File: config.mk
export PLATFORM = sky130hd
export DESIGN_NAME = id_stage
export DESIGN_NICKNAME = d
export VERILOG_FILES = /design/src/rtl/id_stage.sv
export SDC_FILE = /design/constraint.sdc
export NUM_CORES = 2
export LEC_CHECK = 0
export BUFFER_PORTS_ARGS = -buffer_cell sky130_fd_sc_hd__buf_2
export CAP_MARGIN = 0
export CELL_PAD_IN_SITES_DETAIL_PLACEMENT = 0
export CELL_PAD_IN_SITES_GLOBAL_PLACEMENT = 1
export CORE_MARGIN = 1.5
export CORE_UTILIZATION = 40
export CTS_BUF_LIST = sky130_fd_sc_hd__clkbuf_8
export DETAILED_ROUTE_END_ITERATION = 12
export GPL_TIMING_DRIVEN = 0
export PLACE_DENSITY = 0.71
export REMOVE_ABC_BUFFERS = 1
export SYNTH_ARGS = -nofsm -noshare
export SYNTH_HDL_FRONTEND = slang
export SYNTH_SLANG_ARGS = --single-unit
File: constraint.sdc
create_clock -name CLK -period 4.23 [get_ports CLK]
set_input_delay 0.846 -clock CLK [delete_from_list [all_inputs] [get_ports CLK]]
set_output_delay 0.846 -clock CLK [all_outputs]
set_load 0.01 [all_outputs]
File: src/rtl/id_stage.sv
// id_stage: instruction-decode stage of the single-cycle MIPS core.
// It holds the 32x32 general-purpose register file and reads rs and rt
// combinationally from the current instruction. It also forms the 32-bit
// extended immediate and writes Wdata into the destination register that
// the same instruction selects.
module id_stage (
    input  logic        CLK,
    input  logic        RST,
    input  logic [31:0] Ins,
    input  logic [31:0] Wdata,
    output logic [31:0] Rdata1,
    output logic [31:0] Rdata2,
    output logic [31:0] Ed32
);

    // Opcode / funct encodings shared with the rest of the core
    localparam logic [5:0] OP_RTYPE = 6'h00;
    localparam logic [5:0] OP_JAL   = 6'h03;
    localparam logic [5:0] OP_ADDI  = 6'h08;
    localparam logic [5:0] OP_ADDIU = 6'h09;
    localparam logic [5:0] OP_SLTI  = 6'h0A;
    localparam logic [5:0] OP_SLTIU = 6'h0B;
    localparam logic [5:0] OP_ANDI  = 6'h0C;
    localparam logic [5:0] OP_ORI   = 6'h0D;
    localparam logic [5:0] OP_XORI  = 6'h0E;
    localparam logic [5:0] OP_LUI   = 6'h0F;
    localparam logic [5:0] OP_LB    = 6'h20;
    localparam logic [5:0] OP_LH    = 6'h21;
    localparam logic [5:0] OP_LW    = 6'h23;
    localparam logic [5:0] OP_LBU   = 6'h24;
    localparam logic [5:0] OP_LHU   = 6'h25;
    localparam logic [5:0] FN_JR    = 6'h08;

    // Destination decode: returns {write_enable, dest_reg}
    function automatic logic [5:0] decode_dest(input logic [31:0] ins);
        logic [5:0] res;
        res = 6'd0;
        case (ins[31:26])
            OP_RTYPE: begin
                if (ins[5:0] == FN_JR) begin
                    res = 6'd0;
                end else begin
                    res = {1'b1, ins[15:11]};
                end
            end
            OP_ADDI, OP_ADDIU, OP_SLTI, OP_SLTIU,
            OP_ANDI, OP_ORI, OP_XORI, OP_LUI,
            OP_LB, OP_LH, OP_LW, OP_LBU, OP_LHU: res = {1'b1, ins[20:16]};
            OP_JAL:  res = {1'b1, 5'd31};
            default: res = 6'd0;
        endcase
        return res;
    endfunction

    logic [31:0] regs_q [32];
    logic [31:0] regs_d [32];
    logic        wr_en_s;
    logic [4:0]  wr_addr_s;
    logic [4:0]  rs_s;
    logic [4:0]  rt_s;

    assign rs_s = Ins[25:21];
    assign rt_s = Ins[20:16];

    // Decode the write port from the current instruction
    always_comb begin
        wr_en_s   = 1'b0;
        wr_addr_s = 5'd0;
        {wr_en_s, wr_addr_s} = decode_dest(Ins);
    end

    // Next register-file state. Each entry updates only when it is the
    // decoded destination, so an unknown Ins cannot disturb other entries.
    // Register 0 is never written.
    always_comb begin
        for (int i = 0; i < 32; i++) begin
            regs_d[i] = regs_q[i];
        end
        for (int i = 1; i < 32; i++) begin
            if (wr_en_s && (wr_addr_s == 5'(i))) begin
                regs_d[i] = Wdata;
            end else begin
                regs_d[i] = regs_q[i];
            end
        end
        regs_d[0] = 32'h0000_0000;
    end

    // Register file storage; asynchronous active-low clear takes priority
    always_ff @(posedge CLK or negedge RST) begin
        if (!RST) begin
            for (int i = 0; i < 32; i++) begin
                regs_q[i] <= 32'h0000_0000;
            end
        end else begin
            for (int i = 0; i < 32; i++) begin
                regs_q[i] <= regs_d[i];
            end
        end
    end

    // Combinational operand reads without bypass; register 0 always reads zero
    always_comb begin
        Rdata1 = 32'h0000_0000;
        Rdata2 = 32'h0000_0000;
        if (rs_s != 5'd0) begin
            Rdata1 = regs_q[rs_s];
        end else begin
            Rdata1 = 32'h0000_0000;
        end
        if (rt_s != 5'd0) begin
            Rdata2 = regs_q[rt_s];
        end else begin
            Rdata2 = 32'h0000_0000;
        end
    end

    // Immediate extension: zero-extend the logical immediates, sign-extend everything else
    always_comb begin
        Ed32 = 32'h0000_0000;
        case (Ins[31:26])
            OP_ANDI, OP_ORI, OP_XORI: Ed32 = {16'h0000, Ins[15:0]};
            default:                  Ed32 = {{16{Ins[15]}}, Ins[15:0]};
        endcase
    end

endmodule

==> metrics.md <==
| Metric | Value |
|---|---|
| Status | completed |
| Least-Margin Pin Slew | 1.04 ns |
| Synth top area share | 0.466 |
| Path type of the worst setup path | in -> out |
| Area of the multi-input gates | 0.0269 sq mm |
| Final Hold Fails | 0 |
| CTS buffer count | 176 |
| Synth Flop Type | dfrtp_1 |
| Fraction of layout cells with a size suffix above 1 | 0.662 |
| Clk_lat worst skew | 0.85 ns |
| Area leader, netlist | dfrtp_1 |
| WHS | 0.509 ns |
| Mean area per synthesized cell | 16.5 sq um |
| Synth Register Bits | 992 |
| TritonRoute pass-1 iters | 7 |
| Congestion Overflow GR | 0 |
| Initial core utilization | 0.404 |
| FF/Latch Area | 0.0248 sq mm |
| Iteration-0 DRC Markers | 3,016 |
| Most frequent cells in the layout | 1,112 x mux2_2, 992 x dfrtp_1, 573 x mux4_2, 241 x clkbuf_8, 140 x buf_2 |
| Worst min path class | reg -> reg |
| Max-slew headroom | 0.300 |
| Clock Power Share | 0.371 |
| Largest net degree at the start of global routing | 158 |
| Worst-path maximum fanout | 36 |
| Largest Register | regs_q |
| Avg WL per Cell | 31.7 um |
| Comb pwr share | 0.175 |
| I/O Pins | 162 |
| Final worst-path cycle share | 0.993 |
| Biggest regs | regs_q: 992 flops |
| Synthesized area | 0.0532 sq mm |
| Unrepaired setup endpoints after global routing | no |
| Slew Limit Fails | 0 |
| P&R area growth vs syn | 15.1% |
| Sw frac | 0.267 |
| Arr. time, crit path | 3.35 ns |
| Fill cell count | 11,370 |
| Vias per inst | 6.25 |
| Critical Path RT | 3.38 ns |
| DRT Wirelength | 164 mm |
| DRC | 0 |
| Async SR Flop Fraction | 1.00 |
| Fmax | 238 MHz |
| Rows | 133 |
| Die H | 368 um |
| CORE AREA | 0.132 sq mm |
| Port Buf Inserts | 151 |
| Ys Warns | 0 |
| ANT nets after route | 0 |
| Nets | 3,348 |
| Number of flip-flops in the largest register | 992 |
| Tmin final | 4.20 ns |
| Clk sinks | 992 |
| Initial antenna violation count | 10 |
| Switching power of the nets | 6750 uW |
| GPL Wtd Cong | 0.705 |
| Number of global-route vias before repair | 33,511 |
| Final Setup Violations | 0 |
| Clock-pin slew on the worst setup and hold paths | 0.06 ns |
| Top cells by area, synth | dfrtp_1 47%, mux4_2 24%, mux2_2 24%, clkbuf_1 1.4%, buf_4 1.1% |
| Static Leak | 0.0280 uW |
| Cell Pwr Density | 412 mW/mm^2 |
| # Max-Cap Violations | 0 |
| Root buffer cell | clkbuf_8 |
| TritonCTS clock tree | built |
| Distinct cell type count after synthesis | 35 |
| Commonest non-fill, non-tap cell in the layout | mux2_2 |
| Post-synth EDFFs | 0 |
| Sequential fraction of design power | 0.454 |
| Die width | 368 um |
| Seq/Total Area, Yosys | 0.466 |
| HPWL Detailed | 87.6 mm |
| Die area | 0.135 sq mm |
| Internal Pwr Total | 18,500 uW |
| Clock skew | 0 ns |
| # H-tree levels | 4 |
| Cells after synthesis | 3,225 |
| First-pass GRT wire length | 239 mm |
| Worst setup SP type | input port |
| Maximum clock path buffer count | 3 |
| IR Drop Worst-Case VDD | 0.000329 V |
| CP Capture Type | output pin |
| Vias after detailed routing | 32,394 |
| GR Util All Layers | 0.244 |
| Setup TNS | 0 ns |
[metrics by stage]
step	util	setup slack (ns)	std cells	power [uW]	cell area, sq um
2_1_floorplan	-	-0.615	2839	14200	51400
3_3_place_gp	0.413	-20.10	4745	15800	54400
5_1_grt	0.465	0.00209	5181	26300	61300
4_1_cts	0.464	0.0145	5178	25400	61200
6_report	0.465	0.0310	5181	25300	61300
3_5_place_dp	0.428	-1.40	4815	15900	56400
[cell type report]
type                       instances  area share
sequential                       992       0.405
inverter                           2    0.000123
antenna                            2   0.0000817
clock inverter                    79     0.00694
timing repair buffer             265      0.0587
multi-input combinational       1845       0.439
tap                             1755      0.0358
clock buffer                     241      0.0541
[cells by family after synthesis]
logic type | synth area share
xor+xnor | 0.000165
buf+inv | 0.0340
compound gates | 0.0135
simple gates | 0.00592
mux | 0.480
flops | 0.466
[Yosys cell counts, types with 4 or more instances]
cell,n
buf_2,48
a221o_1,5
buf_1,63
nand2_1,24
buf_4,77
dfrtp_1,992
clkbuf_1,195
mux2_1,7
o21ai_0,4
nor2_1,21
a221oi_1,4
a22o_1,63
nor2b_1,4
mux4_2,573
mux2_2,1113
[routing by layer]
| metal | up-vias | track usage | wire length (um) |
|---|---|---|---|
| met5 | - | 0 | 55 |
| met4 | 8 | 0.0759 | 4900 |
| met3 | 292 | 0.0407 | 10500 |
| met2 | 1216 | 0.375 | 76600 |
| met1 | 18046 | 0.356 | 72300 |
| li1 | 12832 | - | - |
[critical path, cell delays in order]
cell and delay [ns]:
buf_16 0.24, buf_16 0.25, buf_16 0.26, nor2b_4 0.08, buf_12 0.15, buf_4 0.20, a22o_1 0.25, mux4_2 0.44
mux2_2 0.35, buf_2 0.17
[power by group through the flow]
stage / clock network, uW / logic, uW / registers, uW
2_1_floorplan: 0 / 2860 / 11300
5_1_grt: 10000 / 4700 / 11600
3_3_place_gp: 0 / 4260 / 11600
6_report: 9380 / 4420 / 11500
3_5_place_dp: 0 / 4260 / 11600
4_1_cts: 9550 / 4450 / 11400
[what timing repair did]
action | CTS | global route
hold buffers | 1 | 0
buffers inserted | 17 | 0
hold endpoints to repair | 75 | 0
pin swaps | 0 | 0
cloned | 25 | 1
endpoints found under the setup margin | 158 | 63
resized for setup | 16 | 4
[path summary, 6_finish.rpt]
kind | slack (ns) | start | endpoint | cells after the start
max | 0.03 | Ins[17] | Rdata2[27] | 10
min | 0.51 | regs_q[422]$_DFFE_PN0P_ | regs_q[422]$_DFFE_PN0P_ | 1
max reg2reg | 3.42 | regs_q[391]$_DFFE_PN0P_ | regs_q[391]$_DFFE_PN0P_ | 1
min reg2reg | 0.51 | regs_q[422]$_DFFE_PN0P_ | regs_q[422]$_DFFE_PN0P_ | 1
max in group asynchronous | 1.06 | RST | regs_q[138]$_DFFE_PN0P_ | 6
min in group asynchronous | 0.54 | RST | regs_q[449]$_DFFE_PN0P_ | 2
No activity file was read; power rests on OpenSTA's default activity.
